==> config.mk <==
export PLATFORM = sky130hd
export DESIGN_NAME = pcie_rst_requester
export DESIGN_NICKNAME = d
export VERILOG_FILES = /design/src/rtl/pcie_rst_requester.sv
export SDC_FILE = /design/constraint.sdc
export NUM_CORES = 1
export LEC_CHECK = 0
export CORE_MARGIN = 2
export CORE_UTILIZATION = 55
export DETAILED_ROUTE_END_ITERATION = 7
export HOLD_SLACK_MARGIN = 0.05
export PLACE_DENSITY = 0.86
export RECOVER_POWER = 50
export SLEW_MARGIN = 30
export SYNTH_ARGS = -nofsm -noshare
export SYNTH_HDL_FRONTEND = slang
export SYNTH_SLANG_ARGS = --single-unit
==> constraint.sdc <==
create_clock -name pld_clk -period 2.4 [get_ports pld_clk]
set_clock_uncertainty 0.15 [all_clocks]
set_input_delay 0.48 -clock pld_clk [delete_from_list [all_inputs] [get_ports pld_clk]]
set_output_delay 0.48 -clock pld_clk [all_outputs]
set_load 0.1 [all_outputs]
==> src/rtl/pcie_rst_requester.sv <==
// ---------------------------------------------------------------------------
// pcie_rst_requester
//
// Application-side reset requester for the PCIe hard IP reset path.
// It watches the LTSSM, runs a link-training watchdog and accepts software
// reset requests. When one of them fires, it drives a timed active-low
// request (npor_req_n) that is ANDed into the HIP reset generator's npor.
// It then waits for the generator to release app_rstn and backs off before
// re-arming. Repeated watchdog-caused resets end in a sticky failure.
//
// Build option:
//   PCIE_RST_REQ_WDT_EN - when defined, the watchdog expiry, the retry
//                         counter and the FAIL state are compiled in. When
//                         undefined, only sw_req can cause a reset request,
//                         retry_cnt and fail are tied to 0.
//
// Parameters:
//   WDT_CYCLES     - cycles without L0 before the watchdog fires (2..2^24-1)
//   HOLD_CYCLES    - width of the npor_req_n low pulse (1..2^24-1)
//   BACKOFF_CYCLES - delay after app_rstn rises before re-arming (1..2^24-1)
//   MAX_RETRY      - watchdog-caused resets allowed before FAIL (1..7)
//
// Ports:
//   pld_clk     in   clock
//   any_rstn_rr in   asynchronous active-low reset
//   ltssm       in   raw HIP LTSSM state [4:0]
//   app_rstn    in   application reset from the HIP generator, 1 = released
//   sw_req      in   single-cycle software reset request
//   sw_ack      out  single-cycle acknowledge of an accepted sw_req
//   npor_req_n  out  reset request to the reset generator, active-low
//   link_up     out  registered (ltssm_r == L0)
//   retry_cnt   out  count of watchdog-caused resets [2:0], saturating
//   fail        out  sticky retry-exhaustion flag
//   state       out  current FSM state code [2:0]
//
// All outputs come straight from flops.
// ---------------------------------------------------------------------------
module pcie_rst_requester #(
    parameter logic [23:0] WDT_CYCLES     = 24'd1000000,
    parameter int unsigned HOLD_CYCLES    = 64,
    parameter int unsigned BACKOFF_CYCLES = 1024,
    parameter int unsigned MAX_RETRY      = 3
) (
    input  logic       pld_clk,
    input  logic       any_rstn_rr,
    input  logic [4:0] ltssm,
    input  logic       app_rstn,
    input  logic       sw_req,
    output logic       sw_ack,
    output logic       npor_req_n,
    output logic       link_up,
    output logic [2:0] retry_cnt,
    output logic       fail,
    output logic [2:0] state
);

    // LTSSM encoding of L0 on the HIP
    localparam logic [4:0] LTSSM_L0 = 5'h0F;

    // Terminal timer values; the timer starts at 0 on state entry, so a
    // phase lasting N cycles ends when the timer reads N-1.
    localparam logic [23:0] HOLD_LAST    = 24'(HOLD_CYCLES - 1);
    localparam logic [23:0] BACKOFF_LAST = 24'(BACKOFF_CYCLES - 1);

    typedef enum logic [2:0] {
        ST_WAIT_L0  = 3'd0,
        ST_IDLE     = 3'd1,
        ST_ASSERT   = 3'd2,
        ST_RECOVER  = 3'd3,
        ST_FAIL     = 3'd4
    } state_t;

    // Catch illegal configurations at elaboration rather than in silicon.
    generate
        if ((WDT_CYCLES < 24'd2) ||
            (HOLD_CYCLES < 1) || (HOLD_CYCLES > 32'h00FF_FFFF) ||
            (BACKOFF_CYCLES < 1) || (BACKOFF_CYCLES > 32'h00FF_FFFF) ||
            (MAX_RETRY < 1) || (MAX_RETRY > 7)) begin : gBadConfig
            $error("pcie_rst_requester: parameter out of range");
        end
    endgenerate

    state_t      r_state;
    state_t      w_nextState;
    logic [23:0] r_timer;
    logic [23:0] w_nextTimer;
    logic [4:0]  r_ltssm;
    logic        r_linkUp;
    logic        r_npor;
    logic        r_swAck;
    logic        w_swAccept;

`ifdef PCIE_RST_REQ_WDT_EN
    localparam logic [23:0] WDT_LAST    = WDT_CYCLES - 24'd1;
    localparam logic [2:0]  RETRY_LIMIT = 3'(MAX_RETRY);

    logic [2:0]  r_retryCnt;
    logic [2:0]  w_nextRetryCnt;
    logic        r_fail;
    logic        w_nextFail;
`endif

    // LTSSM input pipeline: one stage to register the raw HIP state, a
    // second to produce link_up, giving a two-cycle ltssm -> link_up path.
    always_ff @(posedge pld_clk or negedge any_rstn_rr) begin
        if (!any_rstn_rr) begin
            r_ltssm  <= 5'd0;
            r_linkUp <= 1'b0;
        end else begin
            r_ltssm  <= ltssm;
            r_linkUp <= (r_ltssm == LTSSM_L0);
        end
    end

    // Next-state, timer and counter logic. sw_req is checked first in every
    // accepting state so a software cause always wins over link_up and the
    // watchdog and never touches the retry counter.
    always_comb begin
        w_nextState = r_state;
        w_swAccept  = 1'b0;
`ifdef PCIE_RST_REQ_WDT_EN
        w_nextRetryCnt = r_retryCnt;
        w_nextFail     = r_fail;
`endif

        case (r_state)
            ST_WAIT_L0: begin
                if (sw_req) begin
                    w_nextState = ST_ASSERT;
                    w_swAccept  = 1'b1;
                end else if (r_linkUp) begin
                    w_nextState = ST_IDLE;
`ifdef PCIE_RST_REQ_WDT_EN
                    w_nextRetryCnt = 3'd0;
                end else if (r_timer == WDT_LAST) begin
                    if (r_retryCnt == RETRY_LIMIT) begin
                        w_nextState = ST_FAIL;
                        w_nextFail  = 1'b1;
                    end else begin
                        w_nextState    = ST_ASSERT;
                        w_nextRetryCnt = r_retryCnt + 3'd1;
                    end
`endif
                end
            end

            ST_IDLE: begin
                if (sw_req) begin
                    w_nextState = ST_ASSERT;
                    w_swAccept  = 1'b1;
                end else if (!r_linkUp) begin
                    w_nextState = ST_WAIT_L0;
                end
            end

            ST_ASSERT: begin
                if (r_timer == HOLD_LAST) begin
                    w_nextState = ST_RECOVER;
                end
            end

            ST_RECOVER: begin
                if (app_rstn && (r_timer == BACKOFF_LAST)) begin
                    w_nextState = ST_WAIT_L0;
                end
            end

            ST_FAIL: begin
                // link_up is deliberately ignored here; only software can
                // restart a requester that has given up.
                if (sw_req) begin
                    w_nextState = ST_ASSERT;
                    w_swAccept  = 1'b1;
`ifdef PCIE_RST_REQ_WDT_EN
                    w_nextFail     = 1'b0;
                    w_nextRetryCnt = 3'd0;
`endif
                end
            end

            default: begin
                w_nextState = ST_WAIT_L0;
            end
        endcase
    end

    // Shared timer: cleared on every transition, otherwise advanced or held
    // according to the current state. In RECOVER it only runs while the
    // generator holds app_rstn released, and restarts if app_rstn drops.
    always_comb begin
        w_nextTimer = 24'd0;
        if (w_nextState == r_state) begin
            case (r_state)
                ST_WAIT_L0: w_nextTimer = r_timer + 24'd1;
                ST_ASSERT:  w_nextTimer = r_timer + 24'd1;
                ST_RECOVER: w_nextTimer = app_rstn ? (r_timer + 24'd1) : 24'd0;
                default:    w_nextTimer = 24'd0;
            endcase
        end
    end

    // State, timer and registered outputs. npor_req_n is derived from the
    // next state so that it falls in the same cycle the FSM enters ASSERT.
    always_ff @(posedge pld_clk or negedge any_rstn_rr) begin
        if (!any_rstn_rr) begin
            r_state <= ST_WAIT_L0;
            r_timer <= 24'd0;
            r_npor  <= 1'b1;
            r_swAck <= 1'b0;
        end else begin
            r_state <= w_nextState;
            r_timer <= w_nextTimer;
            r_npor  <= (w_nextState != ST_ASSERT);
            r_swAck <= w_swAccept;
        end
    end

`ifdef PCIE_RST_REQ_WDT_EN
    // Retry bookkeeping only exists when the watchdog is built in.
    always_ff @(posedge pld_clk or negedge any_rstn_rr) begin
        if (!any_rstn_rr) begin
            r_retryCnt <= 3'd0;
            r_fail     <= 1'b0;
        end else begin
            r_retryCnt <= w_nextRetryCnt;
            r_fail     <= w_nextFail;
        end
    end

    assign retry_cnt = r_retryCnt;
    assign fail      = r_fail;
`else
    assign retry_cnt = 3'd0;
    assign fail      = 1'b0;
`endif

    assign sw_ack     = r_swAck;
    assign npor_req_n = r_npor;
    assign link_up    = r_linkUp;
    assign state      = r_state;

endmodule

==> flow_summary.ini <==
[run_status]
outcome = completed

[floorplanning]
floorplan.initialDensity_pct = 57.1
num_io_pins = 19
fp-row-count = 20
placeableCoreArea_mm2 = 0.00303
die_y_um = 60.1
die_width_um = 60.1
fp.dieArea_mm2 = 0.00361

[sta]
tightest_slew_ns = 0.829
totalNegativeSetupSlack_ns = 0
final-hold-violation-count = 0
timing.final.crit_share_pct = 88.4
timing.hold.ws_ns = 0.251
max_clock_freq_mhz = 471
max-slew-margin-rel_pct = 44.7
timing_max_transition_violations_final = 0
rsz0062_at_grt = no
post-route-min-period_ns = 2.12
setup_viol = 0

[yosys]
synth_top_family_by_area = simple AND/OR/NAND/NOR gates
mean_post_synth_cell_area_um2 = 10.2
synthFlopType = dfrtp_1
yosys_register_bits = 35
post_synth_main_area_contributors = dfrtp_1, xnor2_1, a21oi_1, a22oi_1, nand4_1
yosysWarningCount = 0
synth_edf_count = 0
adder_cell_share_of_the_synthesized_area_pct = 0.724
synth_compound_gate_area_share_pct = 15.0
synthesis.area_mm2 = 0.00173
ys_types = 41
post_synthesis_share_of_cell_area_spent_on_xor_and_xnor_gates_pct = 6.59
synthSimpleGateAreaFrac_pct = 21.6
asyncSetResetFlopFracSynth_pct = 100
yosysMostFrequentCell = dfrtp_1
synth_mux_area_share_pct = 0
synth.top_cells.by_count = dfrtp_1, a21oi_1, xnor2_1
synth_seq_area_share_pct = 50.8
synth_largest_area_cell = dfrtp_1
yosys.area.top_type_share_pct = 49.2
synth_cells = 169

[setup_path]
startpoint_type = register
worstReg2RegStart = r_timer[6]$_DFF_PN0_
critical_path.startpoint = r_timer[6]$_DFF_PN0_
regToRegSetupSlack_ns = 0.28
worst_setup_path_end_kind = register
critPathKind = register to register
critical_path_peak_fanout = 12
crit_path_cell_trace = nand3_2 -> or4_4 -> or4_1 -> a22oi_1
reg2reg_depth = 4
worst_path_max_delay_cell = or4_4
worstPathArrival_ns = 2.24
critPathRequiredTime_ns = 2.52
timing.rr.end = r_timer[23]$_DFF_PN0_
critical_path.max_stage_delay_ns = 0.62

[layout]
diodes = 0
finalNetCount = 196
filler_cells = 242
area_used_by_multi_input_combinational_logic_um2 = 773
reg_area_um2 = 878
drive_above_1_share_pct = 13.4
syn2layout_area_growth_pct = 11.8

[drt]
drt-vias-per-instance = 6.06
routed_wl_um = 3340
drc_errors = 0
drtIter0Drc = 66
via_count = 1401
drt.antenna.violating_nets = 0
detailedRoute.firstPassIterationCount = 4
routedWlPerCell_um = 14.5

[clock_tree]
cts_buffer_depth = 2
cts_hold_repair.buffers = 0
numClockSinks = 35
cts_made_buffers = 5
cts.root.buffer_cell = clkbuf_4
htree_num_levels = 2
cts.clk_slew.worst_paths_ns = 0.11
cts_resized = 0
worstSkewPairLatency_ns = 0.35
tritoncts_clock_tree = done
cts.repair_timing.setup_buffer_count = 0

[power_and_ir_drop]
p_int_mw = 0.729
sequentialPowerShare_pct = 61.7
clock_power_share_pct = 31.2
combPwrFrac_pct = 7.2
pwr_density_cell_mw_per_mm2 = 507
vdd_ir_drop_max_mv = 0.303
total_switching_power_mw = 0.250
power_switching_share_pct = 25.6
cellLeakagePower_nw = 0.762

[global_routing]
grt_pass1_vias = 1324
grt_antenna_before_repair = 0
globalRouteTotalUtil_pct = 21.6
pin_count_of_the_biggest_net_entering_global_routing = 36
grt_pass1_wl_um = 5710
gr-total-overflow = 0

[worst_hold_path]
holdCritPathClass = register to register
holdCritStartpoint = r_ltssm[4]$_DFF_PN0_
holdPathEnd = link_up$_DFF_PN0_
min_delay_path_depth = 1

[placed_design]
port-buffer-count = 14
detailed_placer_s_ending_hpwl_um = 2280
gpl.final_weighted_congestion = 0.837

[run]
cap_violations = 0
through the flow:
step / power, mW / utilization (%) / cell area [um2] / instances / setup WS [ns]
after floorplan: 0.662 / - / 1740 / 172 / 0.0524
after global placement: 0.686 / 62.2 / 1880 / 223 / 0.353
after detailed placement: 0.689 / 62.2 / 1880 / 223 / 0.293
after CTS: 0.994 / 63.9 / 1930 / 231 / 0.277
after global routing: 1.02 / 63.8 / 1930 / 231 / 0.130
final: 0.979 / 63.8 / 1930 / 231 / 0.278
flip-flops by register name, indices dropped and copies added (netlist names):
register / count
npor_req_n: 1
r_timer: 24
r_ltssm: 5
sw_ack: 1
state: 3
link_up: 1
cell families after synthesis:
| family | after synthesis |
|---|---|
| simple gates | 62 |
| buf+inv | 17 |
| other cells | 1 |
| compound gates | 40 |
| flops | 35 |
| xor+xnor | 13 |
| fa+ha+maj | 1 |
area by class of cell:
cell class,instances,share of cell area [%]
clock buffer,7,2.33
tap,44,2.85
clock inverter,1,0.259
multi-input combinational,120,40.0
timing repair buffer,18,7.90
inverter,6,1.17
sequential,35,45.5
worst max path at each step:
stage / cells after the start / endpoint / slack, ns
after floorplan: 5 / r_timer[17]$_DFF_PN0_ / 0.05
after global placement: 5 / r_timer[20]$_DFF_PN0_ / 0.35
after detailed placement: 6 / r_timer[1]$_DFF_PN0_ / 0.29
after CTS: 6 / r_timer[1]$_DFF_PN0_ / 0.28
after global routing: 5 / r_timer[20]$_DFF_PN0_ / 0.13
final: 4 / r_timer[23]$_DFF_PN0_ / 0.28
routing by layer:
metal	GRT usage [%]	up-vias	share of wire [%]
met1	26.6	680	45
met3	6.93	8	5.9
met2	33.9	55	47
li1	-	658	-
met4	11.4	0	2.1
met5	0	-	0
power groups by stage:
| stage | sequential (mW) | clock (mW) | combinational, mW |
|---|---|---|---|
| 4_1_cts | 0.604 | 0.316 | 0.0739 |
| 5_1_grt | 0.605 | 0.340 | 0.0766 |
| 6_report | 0.604 | 0.305 | 0.0703 |
| 3_3_place_gp | 0.614 | 0 | 0.0716 |
| 2_1_floorplan | 0.616 | 0 | 0.0462 |
| 3_5_place_dp | 0.615 | 0 | 0.0737 |
placed cells by master (no fill, tap or decap), drive strengths merged, types with 4 or more instances in the layout:
cell,instances
dfrtp,34
a21oi,14
xnor2,10
nand4,9
buf,9
nand3,9
a22oi,9
nor2,8
clkbuf,8
or4,7
inv,6
nor4,6
o31ai,6
dlygate4sd3,6
nand2,5
o21ai,5
or3,5
nor3,4
conb,4
worst max-delay path, delay by kind of cell, from the launching register on:
family             cells  cell delay [ns]
and+or+nand+nor        3             1.28
AOI/OAI and AO/OA      1             0.17
DFF                    1             0.45
Note: power is estimated with default switching activity, not from simulation.
